`config.mk`:
```
export PLATFORM = sky130hd
export DESIGN_NAME = alu_unit
export DESIGN_NICKNAME = d
export VERILOG_FILES = /design/src/rtl/alu_pkg.sv /design/src/rtl/alu_adder.sv /design/src/rtl/alu_unit.sv
export SDC_FILE = /design/constraint.sdc
export NUM_CORES = 1
export LEC_CHECK = 0
export ABC_CLOCK_PERIOD_IN_PS = 8200
export BUFFER_PORTS_ARGS = -buffer_cell sky130_fd_sc_hd__buf_2
export CORE_AREA = 8 8 111 113
export CTS_CLUSTER_SIZE = 10
export DETAILED_ROUTE_END_ITERATION = 16
export DIE_AREA = 0 0 119 121
export PLACE_DENSITY = 0.74
export SLEW_MARGIN = 25
export SYNTH_ARGS = -nofsm -noshare
export SYNTH_HDL_FRONTEND = slang
export SYNTH_SLANG_ARGS = --single-unit
export TNS_END_PERCENT = 10
```
`constraint.sdc`:
```
create_clock -name clk -period 8.2 [get_ports clk]
set_input_delay 2.05 -clock clk [delete_from_list [all_inputs] [get_ports clk]]
set_output_delay 2.05 -clock clk [all_outputs]
set_load 0.03 [all_outputs]
```
`src/rtl/alu_pkg.sv`:
```
// Shared constants for the 32-bit ALU: op encoding, flag bit positions and widths.
package alu_pkg;

    localparam int XLEN   = 32;
    localparam int OP_W   = 4;
    localparam int FLAG_W = 4;

    localparam int FLAG_N = 3;
    localparam int FLAG_Z = 2;
    localparam int FLAG_C = 1;
    localparam int FLAG_V = 0;

    typedef enum logic [OP_W-1:0] {
        ALU_ADD  = 4'd0,
        ALU_SUB  = 4'd1,
        ALU_AND  = 4'd2,
        ALU_OR   = 4'd3,
        ALU_XOR  = 4'd4,
        ALU_SLL  = 4'd5,
        ALU_SRL  = 4'd6,
        ALU_SRA  = 4'd7,
        ALU_SLT  = 4'd8,
        ALU_SLTU = 4'd9
    } alu_op_e;

    // Ops that drive the shared adder in subtract mode (b inverted, carry-in 1).
    function automatic logic is_sub_op(input logic [OP_W-1:0] op);
        return (op == ALU_SUB) || (op == ALU_SLT) || (op == ALU_SLTU);
    endfunction

    // Ops whose C and V flags come from the adder; everything else forces them to 0.
    function automatic logic is_arith_op(input logic [OP_W-1:0] op);
        return (op == ALU_ADD) || is_sub_op(op);
    endfunction

endpackage

```
`src/rtl/alu_adder.sv`:
```
// 32-bit ripple-style adder with carry-in; reports carry out of bit 31 and signed overflow.
module alu_adder
    import alu_pkg::*;
(
    input  logic [XLEN-1:0] a,
    input  logic [XLEN-1:0] b,
    input  logic            cin,
    output logic [XLEN-1:0] sum,
    output logic            cout,
    output logic            ovf
);

    assign {cout, sum} = {1'b0, a} + {1'b0, b} + {{XLEN{1'b0}}, cin};

    // Overflow: same-sign operands (b as presented, i.e. already inverted for subtract)
    // yielding a sum of the opposite sign.
    assign ovf = (a[XLEN-1] == b[XLEN-1]) && (sum[XLEN-1] != a[XLEN-1]);

endmodule

```
`src/rtl/alu_unit.sv`:
```
// Combinational 32-bit ALU with registered result/flags capture.
// Define ALU_SHIFT_EN to build the barrel shifter; otherwise ops 5-7 act as reserved.
module alu_unit
    import alu_pkg::*;
(
    input  logic              clk,
    input  logic              rst,
    input  logic [XLEN-1:0]   a,
    input  logic [XLEN-1:0]   b,
    input  logic [OP_W-1:0]   op,
    output logic [XLEN-1:0]   res,
    output logic [FLAG_W-1:0] flags,
    output logic [XLEN-1:0]   res_q,
    output logic [FLAG_W-1:0] flags_q
);

    logic            sub_mode;
    logic [XLEN-1:0] add_b;
    logic [XLEN-1:0] add_sum;
    logic            add_cout;
    logic            add_ovf;

    assign sub_mode = is_sub_op(op);
    assign add_b    = sub_mode ? ~b : b;

    alu_adder u_adder (
        .a    (a),
        .b    (add_b),
        .cin  (sub_mode),
        .sum  (add_sum),
        .cout (add_cout),
        .ovf  (add_ovf)
    );

`ifdef ALU_SHIFT_EN
    logic [4:0] shamt;
    assign shamt = b[4:0];
`endif

    always_comb begin
        // NOTE: default first so every path assigns res and no latch is inferred.
        res = '0;
        case (op)
            ALU_ADD,
            ALU_SUB:  res = add_sum;
            ALU_AND:  res = a & b;
            ALU_OR:   res = a | b;
            ALU_XOR:  res = a ^ b;
`ifdef ALU_SHIFT_EN
            ALU_SLL:  res = a << shamt;
            ALU_SRL:  res = a >> shamt;
            ALU_SRA:  res = XLEN'($signed(a) >>> shamt);
`endif
            // Signed less-than is N xor V of a-b; unsigned less-than is a borrow.
            ALU_SLT:  res = {{(XLEN-1){1'b0}}, add_sum[XLEN-1] ^ add_ovf};
            ALU_SLTU: res = {{(XLEN-1){1'b0}}, ~add_cout};
            default:  res = '0;
        endcase
    end

    always_comb begin
        flags         = '0;
        flags[FLAG_N] = res[XLEN-1];
        flags[FLAG_Z] = (res == '0);
        flags[FLAG_C] = is_arith_op(op) & add_cout;
        flags[FLAG_V] = is_arith_op(op) & add_ovf;
    end

    always_ff @(posedge clk) begin
        // NOTE: non-blocking assignments for state; reset is synchronous and wins over capture.
        if (rst) begin
            res_q   <= '0;
            flags_q <= '0;
        end else begin
            res_q   <= res;
            flags_q <= flags;
        end
    end

endmodule

```
==> flow_summary.toml, run 1 <==
[run_status]
status = "completed"

[setup_path]
critPathRequiredTime_ns = 6.15
cpMostUsedCell = "buf_4"
worst_setup_path_end_kind = "output port"
cp_cell_sequence = "buf_2 > or2_1 > nand2_2 > xnor2_1 > ha_1 > buf_4 > a211oi_2 > buf_4 > o21ai_1 > buf_4 > a21oi_1 > xor2_1 > o221ai_1 > or4_1 > nor4_2 > buf_4 > nand4_1 > buf_4 > nor3_4 > clkbuf_4"
crit_slowest_cell = "or4_1"
max_stage_delay_ns = 0.62
arrival_ns = 5.95
cp_max_fo = 5
crit_type = "in -> out"
cp-endpoint = "flags[2]"
crit_start = "op[0]"
crit_path_start_kind = "primary input"

[placement]
place_congestion = 0.910
dpl.hpwl_mm = 14.4
post-place-ws_ns = -0.0145
place_area_sq_um = 6400
io_buffers = 141
placed_cells = 982

[detailed_routing]
vias_per_cell = 5.63
vias = 5602
drc = 0
avgRoutedWirePerCell_microns = 17.8
drt_iter0_markers = 391
drtAntennaViolNets = 0
drt_pass1_iterations = 6
drt_wl_total_mm = 17.7

[yosys]
netlist_instances = 653
synth_cell_types = 61
synth-main-ff-cell = "dfxtp_1"
synth-adder-area-share = 0.244
synthMuxAreaShare = 0.0122
ys_seq_area_frac = 0.140
syn_nets = 820
synthTopCellsByArea = "ha_1, dfxtp_1, xnor2_1, inv_1, a21oi_1"
synthSimpleGateAreaFrac = 0.177
synth_top_family_by_area = "adder cells"
synth.largest_area_cell = "ha_1"
synth_edf_count = 0
yosysTopAreaCellShare = 0.240
ys_seq_elements = 35
synth_compound_area_frac = 0.242
avgSynthCellArea_sq_um = 7.67
ys_warn_count = 0
async_flop_share = 0
netlist_area_sq_um = 5010
synthXorXnorAreaFrac = 0.0962

[clock_network]
clk_pin_slew_worst_paths_ns = 0.08
numCtsBuffers = 5
ctsLongestPathBuffers = 2
cts.sinks = 35
cts_tree = "built"
clockRootBuffer = "clkbuf_8"
h-tree-depth = 2

[grt]
grt_max_degree = 23
gr-total-overflow = 0
grt_usage = 0.239
antenna_found_initial = 0
grt_pass1_wl_mm = 28.6
first_global_vias = 5846

[final_layout]
final_common_cell = "buf_2"
final_nets = 1021
fin_area_sq_um = 6620
diodes = 0
mostFrequentLayoutCells = "buf_2, ha_1, buf_4, inv_1, xnor2_1"
drive_above_1_share = 0.306
area_growth_pct = 32.2
layout.cells.non_filler = 995
utilization = 0.624

[floorplanning]
die_w_microns = 119
core.rowCount = 38
die_area_sq_um = 14400
coreArea_sq_um = 10600
io-pin-count = 142
die_h_microns = 121
initial_core_util = 0.472

[sta]
fin_crit_ns = 8.00
fmax_ghz = 0.125
slew_violations = 0
period_share = 0.976
layout_setup_ws_ns = 0.200
setup_viol = 0
hold_violations = 0
slew_headroom = 0.311
holdWs_ns = 2.17
tightest_slew_ns = 1.03
tns_ns = 0

[power]
switching_share = 0.460
power_frac_seq = 0.210
p_clk_frac = 0.154
peakVddDrop_uv = 75.7
power_uw = 870
share_comb_of_total_power = 0.636
p_int_uw = 470
p_leak_nw = 3.53
switchingPower_uw = 400
powerDensity_nw_per_um2 = 131

[hold_path]
hold_path_class = "in -> reg"
min_from = "rst"

[run]
cap_violations = 0
==> worst min path at each step <==
stage / slack [ns] / cells after the start / end
after floorplan: 2.34 / 2 / res_q[25]
after global placement: 2.47 / 2 / res_q[2]
after detailed placement: 2.47 / 2 / res_q[0]
after CTS: 2.17 / 2 / res_q[17]
after global routing: 2.17 / 2 / res_q[17]
final: 2.17 / 2 / res_q[0]
==> Yosys cell counts (all sizes together), types with 7 or more instances <==
master,number
nand3,14
a21oi,41
a21o,7
nand4,10
a22oi,25
o21a,9
nor2,40
clkbuf,22
nor2b,7
a211oi,9
a221oi,7
ha,96
nand2,38
dfxtp,35
o221ai,18
and2,26
xor2,11
xnor2,44
buf,14
o21ai,23
inv,78
==> repair_timing <==
item / in CTS / in global routing
gates cloned: 0 / 0
pin swaps: 0 / 3
setup buffers: 0 / 5
gates resized for setup: 1 / 15
hold buffers: 0 / 0
setup endpoints to repair: 1 / 1
==> final cells by class <==
| class | count | area [sq um] |
|---|---|---|
| fillers | 952 | 3990 |
| well taps | 140 | 175 |
| multi-input cells | 504 | 3960 |
| clock buffers | 6 | 72.6 |
| inverters | 78 | 293 |
| repair buffers | 230 | 1400 |
| flip-flops and latches | 35 | 701 |
| clock inverters | 2 | 12.5 |
==> cells by family after synthesis <==
family                   Yosys count
buffers and inverters            114
AND/OR/NAND/NOR                  172
AO/OA/AOI/OAI                    174
multiplexers                       6
adder cells (fa/ha/maj)           97
flip-flops                        35
XOR/XNOR                          55
==> layer usage <==
metal / vias up / global-route usage / share of wire
met3: 29 / 0.0484 / 0.065
met2: 209 / 0.410 / 0.48
li1: 2720 / - / -
met4: 0 / 0.0719 / 0.017
met5: - / 0 / 0
met1: 2644 / 0.294 / 0.44
==> flip-flops by register name (all words and copies together), names as in the netlist <==
register,flops
flags_q,3
res_q,32
==> critical path, delay by kind of cell <==
kind | cells | cell delay (ns)
AO/OA/AOI/OAI | 4 | 0.71
XOR/XNOR | 2 | 0.32
adder cells (fa/ha/maj) | 1 | 0.26
buffers and inverters | 7 | 1.10
AND/OR/NAND/NOR | 6 | 1.49
==> power groups by stage <==
stage	combinational, mW	clock [mW]	sequential (mW)
after CTS	0.536	0.136	0.182
after floorplan	0.306	0	0.207
after global placement	0.526	0	0.186
after global routing	0.600	0.146	0.183
final	0.554	0.134	0.182
after detailed placement	0.532	0	0.186
Note: power is estimated with default switching activity, not from simulation.
==> run 2, diff against run 1 <==
--- a/config.mk
+++ b/config.mk
@@ -7,11 +7,12 @@
 export LEC_CHECK = 0
 export ABC_CLOCK_PERIOD_IN_PS = 8200
 export BUFFER_PORTS_ARGS = -buffer_cell sky130_fd_sc_hd__buf_2
-export CORE_AREA = 8 8 111 113
+export CORE_AREA = 8 8 110 112
+export CTS_BUF_LIST = sky130_fd_sc_hd__clkbuf_8
 export CTS_CLUSTER_SIZE = 10
 export DETAILED_ROUTE_END_ITERATION = 16
-export DIE_AREA = 0 0 119 121
-export PLACE_DENSITY = 0.74
+export DIE_AREA = 0 0 118 120
+export PLACE_DENSITY = 0.75
 export SLEW_MARGIN = 25
 export SYNTH_ARGS = -nofsm -noshare
 export SYNTH_HDL_FRONTEND = slang
==> flow_summary.toml, run 2 (synthesized netlist as in run 1, its figures left out) <==
[clock_network]
numCtsBuffers = 5
cts.sinks = 35
ctsLongestPathBuffers = 2
clockRootBuffer = "clkbuf_8"
cts_tree = "built"
h-tree-depth = 2
clk_pin_slew_worst_paths_ns = 0.08
postCtsHoldBufs = 0

[grt]
grt_usage = 0.241
gr-total-overflow = 0
grt_pass1_wl_mm = 28.3
antenna_found_initial = 0
grt_max_degree = 23
first_global_vias = 5710

[final_layout]
largest-register = "res_q"
reg_top3 = "res_q (32), flags_q (3)"
largest_register_ffs = 32
register_area_sq_um = 701
multi_input_area_sq_um = 3910
final_nets = 1015
fill_cells = 987
final_common_cell = "buf_2"
mostFrequentLayoutCells = "buf_2, ha_1, buf_4, inv_1, xnor2_1"
area_growth_pct = 29.9
diodes = 0
drive_above_1_share = 0.292

[detailed_routing]
drt_wl_total_mm = 17.4
vias = 5589
drtAntennaViolNets = 0
avgRoutedWirePerCell_microns = 17.6
drt_pass1_iterations = 5
vias_per_cell = 5.65
drc = 0
drt_iter0_markers = 349

[sta]
holdWs_ns = 2.16
slew_headroom = 0.313
setup_viol = 0
slew_violations = 0
period_share = 0.976
tightest_slew_ns = 1.03
hold_violations = 0
fmax_ghz = 0.125
fin_crit_ns = 8.00

[power]
peakVddDrop_uv = 71.7
powerDensity_nw_per_um2 = 131
power_uw = 855
p_leak_nw = 3.49

[floorplanning]
die_h_microns = 120
io-pin-count = 142
core.rowCount = 38
initial_core_util = 0.477
coreArea_sq_um = 10500
die_area_sq_um = 14200
die_w_microns = 118

[setup_path]
crit_path_start_kind = "primary input"
crit_type = "in -> out"
worst_setup_path_end_kind = "output port"
critPathRequiredTime_ns = 6.15
cp_max_fo = 5
arrival_ns = 5.95

[run_status]
status = "completed"

[placement]
io_buffers = 141
place_congestion = 0.947
dpl.hpwl_mm = 14.3

[hold_path]
hold_end = "res_q[30]"
worstHoldPathCells = 2
hold_path_class = "in -> reg"
min_from = "rst"

[run]
cap_violations = 0
[run 2: critical path, stage by stage]
cell and delay (ns):
buf_2 0.10, or2_1 0.25, nand2_2 0.16, xnor2_1 0.13, fa_1 0.46, a211oi_1 0.27, buf_4 0.18, o21ai_2 0.08
buf_4 0.16, a21oi_1 0.17, xor2_1 0.17, o221ai_1 0.20, or4_1 0.58, nor4_1 0.24, buf_4 0.16, nand4_1 0.09
buf_4 0.17, nor3_4 0.09, buf_2 0.22
[run 2: worst max-delay path by stage]
| stage | startpoint | to | slack (ns) | cells past startpoint |
|---|---|---|---|---|
| detailed placement | op[0] | flags[2] | -0.03 | 21 |
| global placement | op[0] | flags[2] | 0.007 | 21 |
| finish | op[0] | flags[2] | 0.20 | 19 |
| CTS | op[0] | flags[2] | 0.07 | 18 |
| floorplan | op[3] | flags[2] | 0.01 | 17 |
| global route | op[0] | flags[2] | -0.02 | 20 |
[run 2: final cells by class]
cell class | count | area share
Clock inverter | 3 | 0.00250
Clock buffer | 5 | 0.0106
Timing Repair Buffer | 224 | 0.206
Sequential cell | 35 | 0.108
Inverter | 78 | 0.0450
Tap cell | 140 | 0.0269
Multi-Input combinational cell | 504 | 0.601
[run 2: what timing repair did]
action / in CTS / in global routing
cloned: 0 / 0
hold endpoints to repair: 0 / 0
pin swaps: 0 / 1
setup buffers: 0 / 0
setup endpoints to repair: 1 / 1
gates resized for setup: 1 / 5
[run 2: metrics by stage]
stage,utilization,worst slack [ns],area [sq um],TNS [ns],std cells
after global routing,0.619,-0.0170,6510,-0.0170,989
after detailed placement,0.608,-0.0268,6390,-0.0268,981
after CTS,0.617,0.0684,6480,0,989
final,0.619,0.201,6510,0,989
after global placement,0.608,0.00705,6390,0,981
after floorplan,-,0.0124,5040,0,653
[run 2: power breakdown]
part | internal [mW] | switching [mW] | total, mW
sequential | 0.180 | 0.00225 | 0.182
combinational | 0.223 | 0.316 | 0.540
clock | 0.0583 | 0.0747 | 0.133
[run 2: routing by layer]
layer | GRT usage | wire length [microns] | vias to the layer above
met5 | 0 | 0 | -
met4 | 0.110 | 599 | 0
met3 | 0.0385 | 1130 | 49
met2 | 0.399 | 8060 | 220
met1 | 0.302 | 7630 | 2617
li1 | - | - | 2703
